==> config.mk <==
export PLATFORM = sky130hd
export DESIGN_NAME = mem_port_arbiter_flat
export DESIGN_NICKNAME = d
export VERILOG_FILES = /design/src/rtl/mem_port_arbiter_if.sv /design/src/rtl/mem_port_arbiter.sv /design/src/flat_wrapper.sv
export SDC_FILE = /design/constraint.sdc
export NUM_CORES = 1
export LEC_CHECK = 0
export CAP_MARGIN = 5
export CORE_UTILIZATION = 25
export DETAILED_ROUTE_END_ITERATION = 8
export DONT_BUFFER_PORTS = 1
export SETUP_SLACK_MARGIN = 0.4
export SLEW_MARGIN = 0
export SYNTH_ARGS = -nofsm -noshare
export SYNTH_HDL_FRONTEND = slang
export SYNTH_SLANG_ARGS = --single-unit
==> constraint.sdc <==
create_clock -name clk -period 3.73 [get_ports clk]
set_input_delay 0.1865 -clock clk [delete_from_list [all_inputs] [get_ports clk]]
set_output_delay 0.1865 -clock clk [all_outputs]
set_load 0.02 [all_outputs]
==> src/rtl/mem_port_arbiter_if.sv <==
// mem_port_arbiter_if
// Bundles every non-clock signal of the memory port arbiter. It carries the
// instruction-cache request, the data-cache request and write-beat handshake,
// the read-return path, and the single 4-byte main-memory port.
//   slave  : the arbiter's side (takes requests and memory status, drives the
//            memory command and the read returns).
//   master : the surrounding caches and memory.
interface mem_port_arbiter_if #(
  parameter int ADDR_WIDTH       = 17,
  parameter int DATA_LEN         = 32,
  parameter int ENTRY_INDEX_SIZE = 3
);
  // instruction cache
  logic                          i_req;
  logic [ADDR_WIDTH-1:0]         i_addr;
  logic [ENTRY_INDEX_SIZE:0]     i_length;
  logic                          i_done;
  // data cache
  logic                          d_req;
  logic                          d_we;
  logic [ADDR_WIDTH-1:0]         d_addr;
  logic [ENTRY_INDEX_SIZE:0]     d_length;
  logic [DATA_LEN-1:0]           d_wdata;
  logic [2:0]                    d_data_type;
  logic [ENTRY_INDEX_SIZE-1:0]   d_beat_idx;
  logic                          d_done;
  // shared read return
  logic [DATA_LEN-1:0]           rdata;
  logic                          rdata_valid;
  logic [ENTRY_INDEX_SIZE-1:0]   beat_idx;
  // main-memory port
  logic [1:0]                    mem_vis_signal;
  logic [ADDR_WIDTH-1:0]         mem_vis_addr;
  logic [DATA_LEN-1:0]           mem_written_data;
  logic [2:0]                    mem_data_type;
  logic [DATA_LEN-1:0]           mem_data;
  logic [1:0]                    mem_status;

  modport slave (
    input  i_req, i_addr, i_length,
    input  d_req, d_we, d_addr, d_length, d_wdata, d_data_type,
    input  mem_data, mem_status,
    output i_done, d_done, d_beat_idx,
    output rdata, rdata_valid, beat_idx,
    output mem_vis_signal, mem_vis_addr, mem_written_data, mem_data_type
  );

  modport master (
    output i_req, i_addr, i_length,
    output d_req, d_we, d_addr, d_length, d_wdata, d_data_type,
    output mem_data, mem_status,
    input  i_done, d_done, d_beat_idx,
    input  rdata, rdata_valid, beat_idx,
    input  mem_vis_signal, mem_vis_addr, mem_written_data, mem_data_type
  );
endinterface

==> src/rtl/mem_port_arbiter.sv <==
// mem_port_arbiter
// Shares one 4-byte main-memory port between the instruction cache and the
// data cache. One burst is granted at a time, split into 4-byte beats and
// issued one beat per ISSUE/WAIT round trip. Read beats are handed back on
// rdata/rdata_valid/beat_idx. Data requests win arbitration unless the
// instruction side has already waited through MAX_D_STREAK data grants.
// Ports:
//   clk, rst_n : clock and asynchronous active-low reset
//   bus        : mem_port_arbiter_if.slave (requests, read return, memory port)
//
// state   | meaning
// --------+-----------------------------------------------------------
// IDLE    | arbitrate; a grant latches owner, base, length, we, type
// ISSUE   | one cycle: memory command for the current beat is driven
// WAIT    | wait for the owner's completion code on mem_status
// FINISH  | owner's done pulse is high; back to IDLE next cycle
module mem_port_arbiter #(
  parameter int ADDR_WIDTH       = 17,
  parameter int DATA_LEN         = 32,
  parameter int ENTRY_INDEX_SIZE = 3,
  parameter int MAX_D_STREAK     = 4
) (
  input  logic              clk,
  input  logic              rst_n,
  mem_port_arbiter_if.slave bus
);

  localparam logic [1:0] MEM_NOP           = 2'd0;
  localparam logic [1:0] MEM_READ          = 2'd1;
  localparam logic [1:0] MEM_WRITE         = 2'd2;
  localparam logic [1:0] MEM_INST_FINISHED = 2'd1;
  localparam logic [1:0] MEM_DATA_FINISHED = 2'd2;

  localparam int LEN_W    = ENTRY_INDEX_SIZE + 1;
  localparam int STREAK_W = $clog2(MAX_D_STREAK + 1);
  localparam logic [STREAK_W-1:0] STREAK_MAX = STREAK_W'(MAX_D_STREAK);

  typedef enum logic [1:0] {S_IDLE, S_ISSUE, S_WAIT, S_FINISH} state_t;

  state_t                      state_q, state_d;
  logic                        own_d_q, own_d_d;     // 1 = data cache owns the port
  logic                        we_q, we_d;
  logic [ADDR_WIDTH-1:0]       base_q, base_d;
  logic [LEN_W-1:0]            len_q, len_d;
  logic [2:0]                  dtype_q, dtype_d;
  logic [LEN_W-1:0]            beat_q, beat_d;
  logic [STREAK_W-1:0]         streak_q, streak_d;
  logic [1:0]                  vis_signal_q, vis_signal_d;
  logic [ADDR_WIDTH-1:0]       vis_addr_q, vis_addr_d;
  logic [2:0]                  mem_dtype_q, mem_dtype_d;
  logic [DATA_LEN-1:0]         rdata_q, rdata_d;
  logic                        rdata_valid_q, rdata_valid_d;
  logic [ENTRY_INDEX_SIZE-1:0] beat_idx_q, beat_idx_d;
  logic                        i_done_q, i_done_d;
  logic                        d_done_q, d_done_d;

  logic       grant_d;
  logic       grant_i;
  logic [1:0] expect_status;

  always_comb begin
    state_d       = state_q;
    own_d_d       = own_d_q;
    we_d          = we_q;
    base_d        = base_q;
    len_d         = len_q;
    dtype_d       = dtype_q;
    beat_d        = beat_q;
    streak_d      = streak_q;
    rdata_d       = rdata_q;
    beat_idx_d    = beat_idx_q;
    rdata_valid_d = 1'b0;
    i_done_d      = 1'b0;
    d_done_d      = 1'b0;
    vis_signal_d  = MEM_NOP;
    vis_addr_d    = '0;
    mem_dtype_d   = '0;

    // Streak saturates at MAX_D_STREAK: once there, a waiting fetch wins.
    grant_d       = bus.d_req && !(bus.i_req && (streak_q == STREAK_MAX));
    grant_i       = !grant_d && bus.i_req;
    expect_status = own_d_q ? MEM_DATA_FINISHED : MEM_INST_FINISHED;

    case (state_q)
      S_IDLE: begin
        if (grant_d) begin
          own_d_d = 1'b1;
          we_d    = bus.d_we;
          base_d  = bus.d_addr;
          len_d   = (bus.d_length == '0) ? LEN_W'(1) : bus.d_length;
          dtype_d = bus.d_data_type;
          if (streak_q != STREAK_MAX) streak_d = streak_q + STREAK_W'(1);
        end else if (grant_i) begin
          own_d_d  = 1'b0;
          we_d     = 1'b0;
          base_d   = bus.i_addr;
          len_d    = (bus.i_length == '0) ? LEN_W'(1) : bus.i_length;
          dtype_d  = '0;
          streak_d = '0;
        end
        if (grant_d || grant_i) begin
          beat_d  = '0;
          state_d = S_ISSUE;
        end
      end
      S_ISSUE: state_d = S_WAIT;
      S_WAIT: begin
        if (bus.mem_status == expect_status) begin
          if (!we_q) begin
            rdata_d       = bus.mem_data;
            beat_idx_d    = beat_q[ENTRY_INDEX_SIZE-1:0];
            rdata_valid_d = 1'b1;
          end
          beat_d = beat_q + LEN_W'(1);
          if (beat_d == len_q) begin
            state_d  = S_FINISH;
            i_done_d = !own_d_q;
            d_done_d = own_d_q;
          end else begin
            state_d = S_ISSUE;
          end
        end
      end
      S_FINISH: state_d = S_IDLE;
      default:  state_d = S_IDLE;
    endcase

    // Memory command is registered, so it is computed for the cycle the FSM
    // will spend in ISSUE; on a grant this uses the values being latched.
    if (state_d == S_ISSUE) begin
      vis_signal_d = (own_d_d && we_d) ? MEM_WRITE : MEM_READ;
      vis_addr_d   = base_d + ADDR_WIDTH'({beat_d, 2'b00});
      mem_dtype_d  = (own_d_d && we_d) ? dtype_d : '0;
    end
  end

  always_ff @(posedge clk or negedge rst_n) begin
    if (!rst_n) begin
      state_q       <= S_IDLE;
      own_d_q       <= 1'b0;
      we_q          <= 1'b0;
      base_q        <= '0;
      len_q         <= '0;
      dtype_q       <= '0;
      beat_q        <= '0;
      streak_q      <= '0;
      vis_signal_q  <= MEM_NOP;
      vis_addr_q    <= '0;
      mem_dtype_q   <= '0;
      rdata_q       <= '0;
      rdata_valid_q <= 1'b0;
      beat_idx_q    <= '0;
      i_done_q      <= 1'b0;
      d_done_q      <= 1'b0;
    end else begin
      state_q       <= state_d;
      own_d_q       <= own_d_d;
      we_q          <= we_d;
      base_q        <= base_d;
      len_q         <= len_d;
      dtype_q       <= dtype_d;
      beat_q        <= beat_d;
      streak_q      <= streak_d;
      vis_signal_q  <= vis_signal_d;
      vis_addr_q    <= vis_addr_d;
      mem_dtype_q   <= mem_dtype_d;
      rdata_q       <= rdata_d;
      rdata_valid_q <= rdata_valid_d;
      beat_idx_q    <= beat_idx_d;
      i_done_q      <= i_done_d;
      d_done_q      <= d_done_d;
    end
  end

  assign bus.mem_vis_signal = vis_signal_q;
  assign bus.mem_vis_addr   = vis_addr_q;
  assign bus.mem_data_type  = mem_dtype_q;
  assign bus.rdata          = rdata_q;
  assign bus.rdata_valid    = rdata_valid_q;
  assign bus.beat_idx       = beat_idx_q;
  assign bus.i_done         = i_done_q;
  assign bus.d_done         = d_done_q;
  // The data cache answers d_beat_idx within the same cycle, so the write
  // word is passed straight through while the write command is on the port.
  assign bus.d_beat_idx       = beat_q[ENTRY_INDEX_SIZE-1:0];
  assign bus.mem_written_data = (vis_signal_q == MEM_WRITE) ? bus.d_wdata : '0;

endmodule

==> src/flat_wrapper.sv <==
// flat-port wrapper written by rule: the top's interface ports become plain ports
module mem_port_arbiter_flat 
#(
  parameter int ADDR_WIDTH       = 17,
  parameter int DATA_LEN         = 32,
  parameter int ENTRY_INDEX_SIZE = 3,
  parameter int MAX_D_STREAK     = 4
)
  (clk, rst_n, bus_i_req, bus_i_addr, bus_i_length, bus_d_req, bus_d_we, bus_d_addr, bus_d_length, bus_d_wdata, bus_d_data_type, bus_mem_data, bus_mem_status, bus_i_done, bus_d_done, bus_d_beat_idx, bus_rdata, bus_rdata_valid, bus_beat_idx, bus_mem_vis_signal, bus_mem_vis_addr, bus_mem_written_data, bus_mem_data_type);
  mem_port_arbiter_if #(.ADDR_WIDTH(ADDR_WIDTH), .DATA_LEN(DATA_LEN), .ENTRY_INDEX_SIZE(ENTRY_INDEX_SIZE)) bus_i ();
  input  logic clk;
  input  logic rst_n;
  input wire logic [$bits(bus_i.i_req)-1:0] bus_i_req;
  input wire logic [$bits(bus_i.i_addr)-1:0] bus_i_addr;
  input wire logic [$bits(bus_i.i_length)-1:0] bus_i_length;
  input wire logic [$bits(bus_i.d_req)-1:0] bus_d_req;
  input wire logic [$bits(bus_i.d_we)-1:0] bus_d_we;
  input wire logic [$bits(bus_i.d_addr)-1:0] bus_d_addr;
  input wire logic [$bits(bus_i.d_length)-1:0] bus_d_length;
  input wire logic [$bits(bus_i.d_wdata)-1:0] bus_d_wdata;
  input wire logic [$bits(bus_i.d_data_type)-1:0] bus_d_data_type;
  input wire logic [$bits(bus_i.mem_data)-1:0] bus_mem_data;
  input wire logic [$bits(bus_i.mem_status)-1:0] bus_mem_status;
  output wire logic [$bits(bus_i.i_done)-1:0] bus_i_done;
  output wire logic [$bits(bus_i.d_done)-1:0] bus_d_done;
  output wire logic [$bits(bus_i.d_beat_idx)-1:0] bus_d_beat_idx;
  output wire logic [$bits(bus_i.rdata)-1:0] bus_rdata;
  output wire logic [$bits(bus_i.rdata_valid)-1:0] bus_rdata_valid;
  output wire logic [$bits(bus_i.beat_idx)-1:0] bus_beat_idx;
  output wire logic [$bits(bus_i.mem_vis_signal)-1:0] bus_mem_vis_signal;
  output wire logic [$bits(bus_i.mem_vis_addr)-1:0] bus_mem_vis_addr;
  output wire logic [$bits(bus_i.mem_written_data)-1:0] bus_mem_written_data;
  output wire logic [$bits(bus_i.mem_data_type)-1:0] bus_mem_data_type;
  assign bus_i.i_req = bus_i_req;
  assign bus_i.i_addr = bus_i_addr;
  assign bus_i.i_length = bus_i_length;
  assign bus_i.d_req = bus_d_req;
  assign bus_i.d_we = bus_d_we;
  assign bus_i.d_addr = bus_d_addr;
  assign bus_i.d_length = bus_d_length;
  assign bus_i.d_wdata = bus_d_wdata;
  assign bus_i.d_data_type = bus_d_data_type;
  assign bus_i.mem_data = bus_mem_data;
  assign bus_i.mem_status = bus_mem_status;
  assign bus_i_done = bus_i.i_done;
  assign bus_d_done = bus_i.d_done;
  assign bus_d_beat_idx = bus_i.d_beat_idx;
  assign bus_rdata = bus_i.rdata;
  assign bus_rdata_valid = bus_i.rdata_valid;
  assign bus_beat_idx = bus_i.beat_idx;
  assign bus_mem_vis_signal = bus_i.mem_vis_signal;
  assign bus_mem_vis_addr = bus_i.mem_vis_addr;
  assign bus_mem_written_data = bus_i.mem_written_data;
  assign bus_mem_data_type = bus_i.mem_data_type;
  mem_port_arbiter #(.ADDR_WIDTH(ADDR_WIDTH), .DATA_LEN(DATA_LEN), .ENTRY_INDEX_SIZE(ENTRY_INDEX_SIZE), .MAX_D_STREAK(MAX_D_STREAK)) u_core (.clk(clk), .rst_n(rst_n), .bus(bus_i));
endmodule
==> results.toml <==
[floorplanning]
die_w_microns = 135
placement_rows = 48
chipHeight_microns = 135
io_pins = 211
dieArea_sq_um = 18100
start_util_pct = 25.5
core_sq_um = 17200

[flow_run]
drv_cap = 0

[clock_network]
cts_made_buffers = 9
clock-root-buffer = "clkbuf_16"
h-tree-depth = 3
clkLatencyLatePin_ns = 0.34
cts.clk_slew.worst_paths_ns = 0.07
clock-sinks = 95
cts_tree = "yes"
clk_path_buf_depth = 2

[final_layout]
ff_latch_area_sq_um = 2380
post_route_cells_drive_above_1_share_pct = 23.1
stdcell_count = 669
area_growth_pct = 26.7
multiInputGateArea_sq_um = 1980
fillers = 1687
nets = 560
postLayoutCoreUtil_pct = 32.4

[hold_path]
hp-class = "in -> reg"

[yosys]
synth_area_per_cell_sq_um = 11.5
synth.distinct_cells = 54
synth_edf_count = 0
ys_ff_latch = 95
synth_fp_nets = 508
syn_inst = 384
syn_area_sq_um = 4400
async_reset_ff_share_pct = 100
ys_warn_count = 0
synth_flop_cell = "dfrtp_1"
yosysSeqAreaShare_pct = 54.0

[placed_design]
gp_congestion = 0.845
dp.cells = 602
io_buffers = 0
dp_hpwl_mm = 8.83

[detailed_routing]
drtPass1Iterations = 4
wirelength_mm = 12.2
routed_via_density = 4.78
drc_errors = 0
via_count = 3201
drtIter0Drc = 128
wl_per_cell_microns = 18.3
ant_nets = 0

[sta]
post-route-min-period_ns = 3.30
relSlewSlack_pct = 20.0
hold-worst-slack_ns = 0.0169
finalHoldViolCount = 0
fin_skew_ns = 0.00671
drv_slew = 0
finalSetupViolCount = 0
worst_pin_slew_ns = 1.17
rsz0062_at_grt = "true"
fin_crit_sh_pct = 88.4
fmax_mhz = 303
final.setup.tns_ns = 0

[worst_setup_path]
reg2reg_slack_ns = 0.43
startpoint_type = "flop"
rr_endpoint = "u_core.bus.mem_vis_addr[14]"
critical_path_class = "reg -> reg"
cp.arrival_ns = 3.57
r2r-start = "u_core.own_d_q"
crit_required_ns = 4.00
startpoint = "u_core.own_d_q"
crit_fanout = 6
reg2reg_depth = 12
endpoint = "u_core.bus.mem_vis_addr[14]"
cp-end-kind = "flop"

[power_and_ir_drop]
p_leak_nw = 2.42
peakVddDrop_mv = 0.294
power.density_nw_per_um2 = 862
p_total_mw = 4.81

[grt]
overflow = 0
grt_usage_pct = 13.3
grt_max_degree = 96
grt_first_pass_wirelength_mm = 18.0
antenna_found_initial = 2
grt_pass1_vias = 3412

[status]
status = "finished clean"
-- power breakdown --
part	total [mW]	internal [mW]	switching (mW)
Combinational	1.74	0.770	0.973
Sequential	2.07	1.47	0.605
Clock	0.993	0.590	0.403
Total	4.81	2.83	1.98
-- cell usage after synthesis (all sizes together) (7+ instances only) --
master	number	share of area, %
inv	12	1.0
nor2	30	2.7
ha	7	2.0
and2	37	5.3
mux2	35	9.0
dfrtp	95	54
nand3b	7	1.2
nand2	19	1.6
clkbuf	9	0.77
buf	9	1.5
xnor2	10	2.0
a21oi	15	1.7
o21ai	11	1.3
-- worst min path at each step --
stage	slack [ns]	endpoint	startpoint	cells after the start
floorplan	-0.11	u_core.base_q[0]	rst_n	0
global placement	-0.11	u_core.bus.rdata[31]	rst_n	0
detailed placement	-0.11	u_core.bus.rdata[0]	rst_n	0
CTS	0.001	u_core.base_q[1]	bus_d_addr[1]	2
global route	0.005	u_core.dtype_q[1]	bus_d_data_type[1]	1
finish	0.02	u_core.dtype_q[1]	bus_d_data_type[1]	1
-- what timing repair did --
| action | 4_1_cts | 5_1_grt |
|---|---|---|
| setup endpoints to repair | 6 | 7 |
| endpoints found under the hold margin | 131 | 1 |
| setup buffers | 0 | 9 |
| hold buffers | 38 | 1 |
| pin swaps | 0 | 15 |
| resized for setup | 6 | 23 |
-- final cells by class --
cell class	count	share of cell area (%)
Tap cell	225	5.05
Clock buffer	9	4.04
Sequential cell	95	42.6
Multi-Input combinational cell	259	35.6
Clock inverter	7	1.70
Inverter	12	0.807
Timing Repair Buffer	59	10.1
Antenna cell	3	0.135
-- cell usage in the layout (no fill, tap or decap), types with 3 or more instances in the layout --
| master | n |
|---|---|
| mux2_1 | 7 |
| nand3b_1 | 7 |
| mux2i_1 | 4 |
| nand3_1 | 5 |
| nor3_1 | 4 |
| o31ai_1 | 3 |
| ha_1 | 4 |
| dfrtp_1 | 94 |
| inv_1 | 10 |
| dlygate4sd3_1 | 38 |
| o21ai_0 | 9 |
| o22ai_1 | 4 |
| and2_1 | 37 |
| and3_1 | 5 |
| buf_4 | 19 |
| a222oi_1 | 4 |
| a22o_1 | 4 |
| a21o_1 | 4 |
| or3_1 | 6 |
| a21oi_1 | 11 |
| clkbuf_16 | 9 |
| nand2_1 | 17 |
| nor2_1 | 27 |
| xor2_1 | 3 |
| o221a_2 | 6 |
| a21oi_2 | 3 |
| diode_2 | 3 |
| xnor2_1 | 9 |
| mux2_2 | 28 |
-- sequential cells by signal, indices dropped and copies added (netlist names) --
register and cells:
u_core.base_q 17, u_core.beat_q 4, u_core.bus.beat_idx 3, u_core.bus.d_done 1
u_core.bus.i_done 1, u_core.bus.mem_data_type 3, u_core.bus.mem_vis_addr 17, u_core.bus.mem_vis_signal 2
u_core.bus.rdata 32, u_core.bus.rdata_valid 1, u_core.dtype_q 3, u_core.len_q 4
u_core.own_d_q 1, u_core.state_q 2, u_core.streak_q 3, u_core.we_q 1
-- metal layers --
| layer | GRT usage (%) | up-vias | share of wire, % |
|---|---|---|---|
| li1 | - | 1460 | - |
| met1 | 14.9 | 1588 | 40 |
| met2 | 22.4 | 136 | 49 |
| met3 | 5.86 | 17 | 9.0 |
| met4 | 4.56 | 0 | 1.7 |
| met5 | 0 | - | 0 |
-- per-stage QoR --
stage	setup WS (ns)	instance area, sq um
finish	0.432	5580
global route	0.335	5570
CTS	0.405	5410
detailed placement	0.228	4670
global placement	0.259	4670
floorplan	0.406	4400
-- worst max-delay path, cell delays in order, from the launching register on --
cell	delay, ns
dfrtp_2	0.43
or3b_4	0.41
a21oi_4	0.20
xnor2_1	0.10
nor2_1	0.20
ha_2	0.25
fa_2	0.23
a21o_1	0.14
a21o_1	0.11
o2111a_1	0.18
or3b_4	0.42
or4_4	0.43
a21oi_2	0.13
-- cell families (layout without fill, tap and decap cells) --
group                      Yosys count  in the layout  synth area share (%)
DFF                                 95             95                  54.0
buffers and inverters               30             87                  3.27
AOI/OAI and AO/OA                   66             66                  10.9
and+or+nand+nor                    133            133                  17.0
xor gates and xnor gates            13             13                  2.59
muxes                               39             39                  9.86
adders and majority gates            8              8                  2.44
other                                0              3                     0
(Power assumes the default switching activity.)
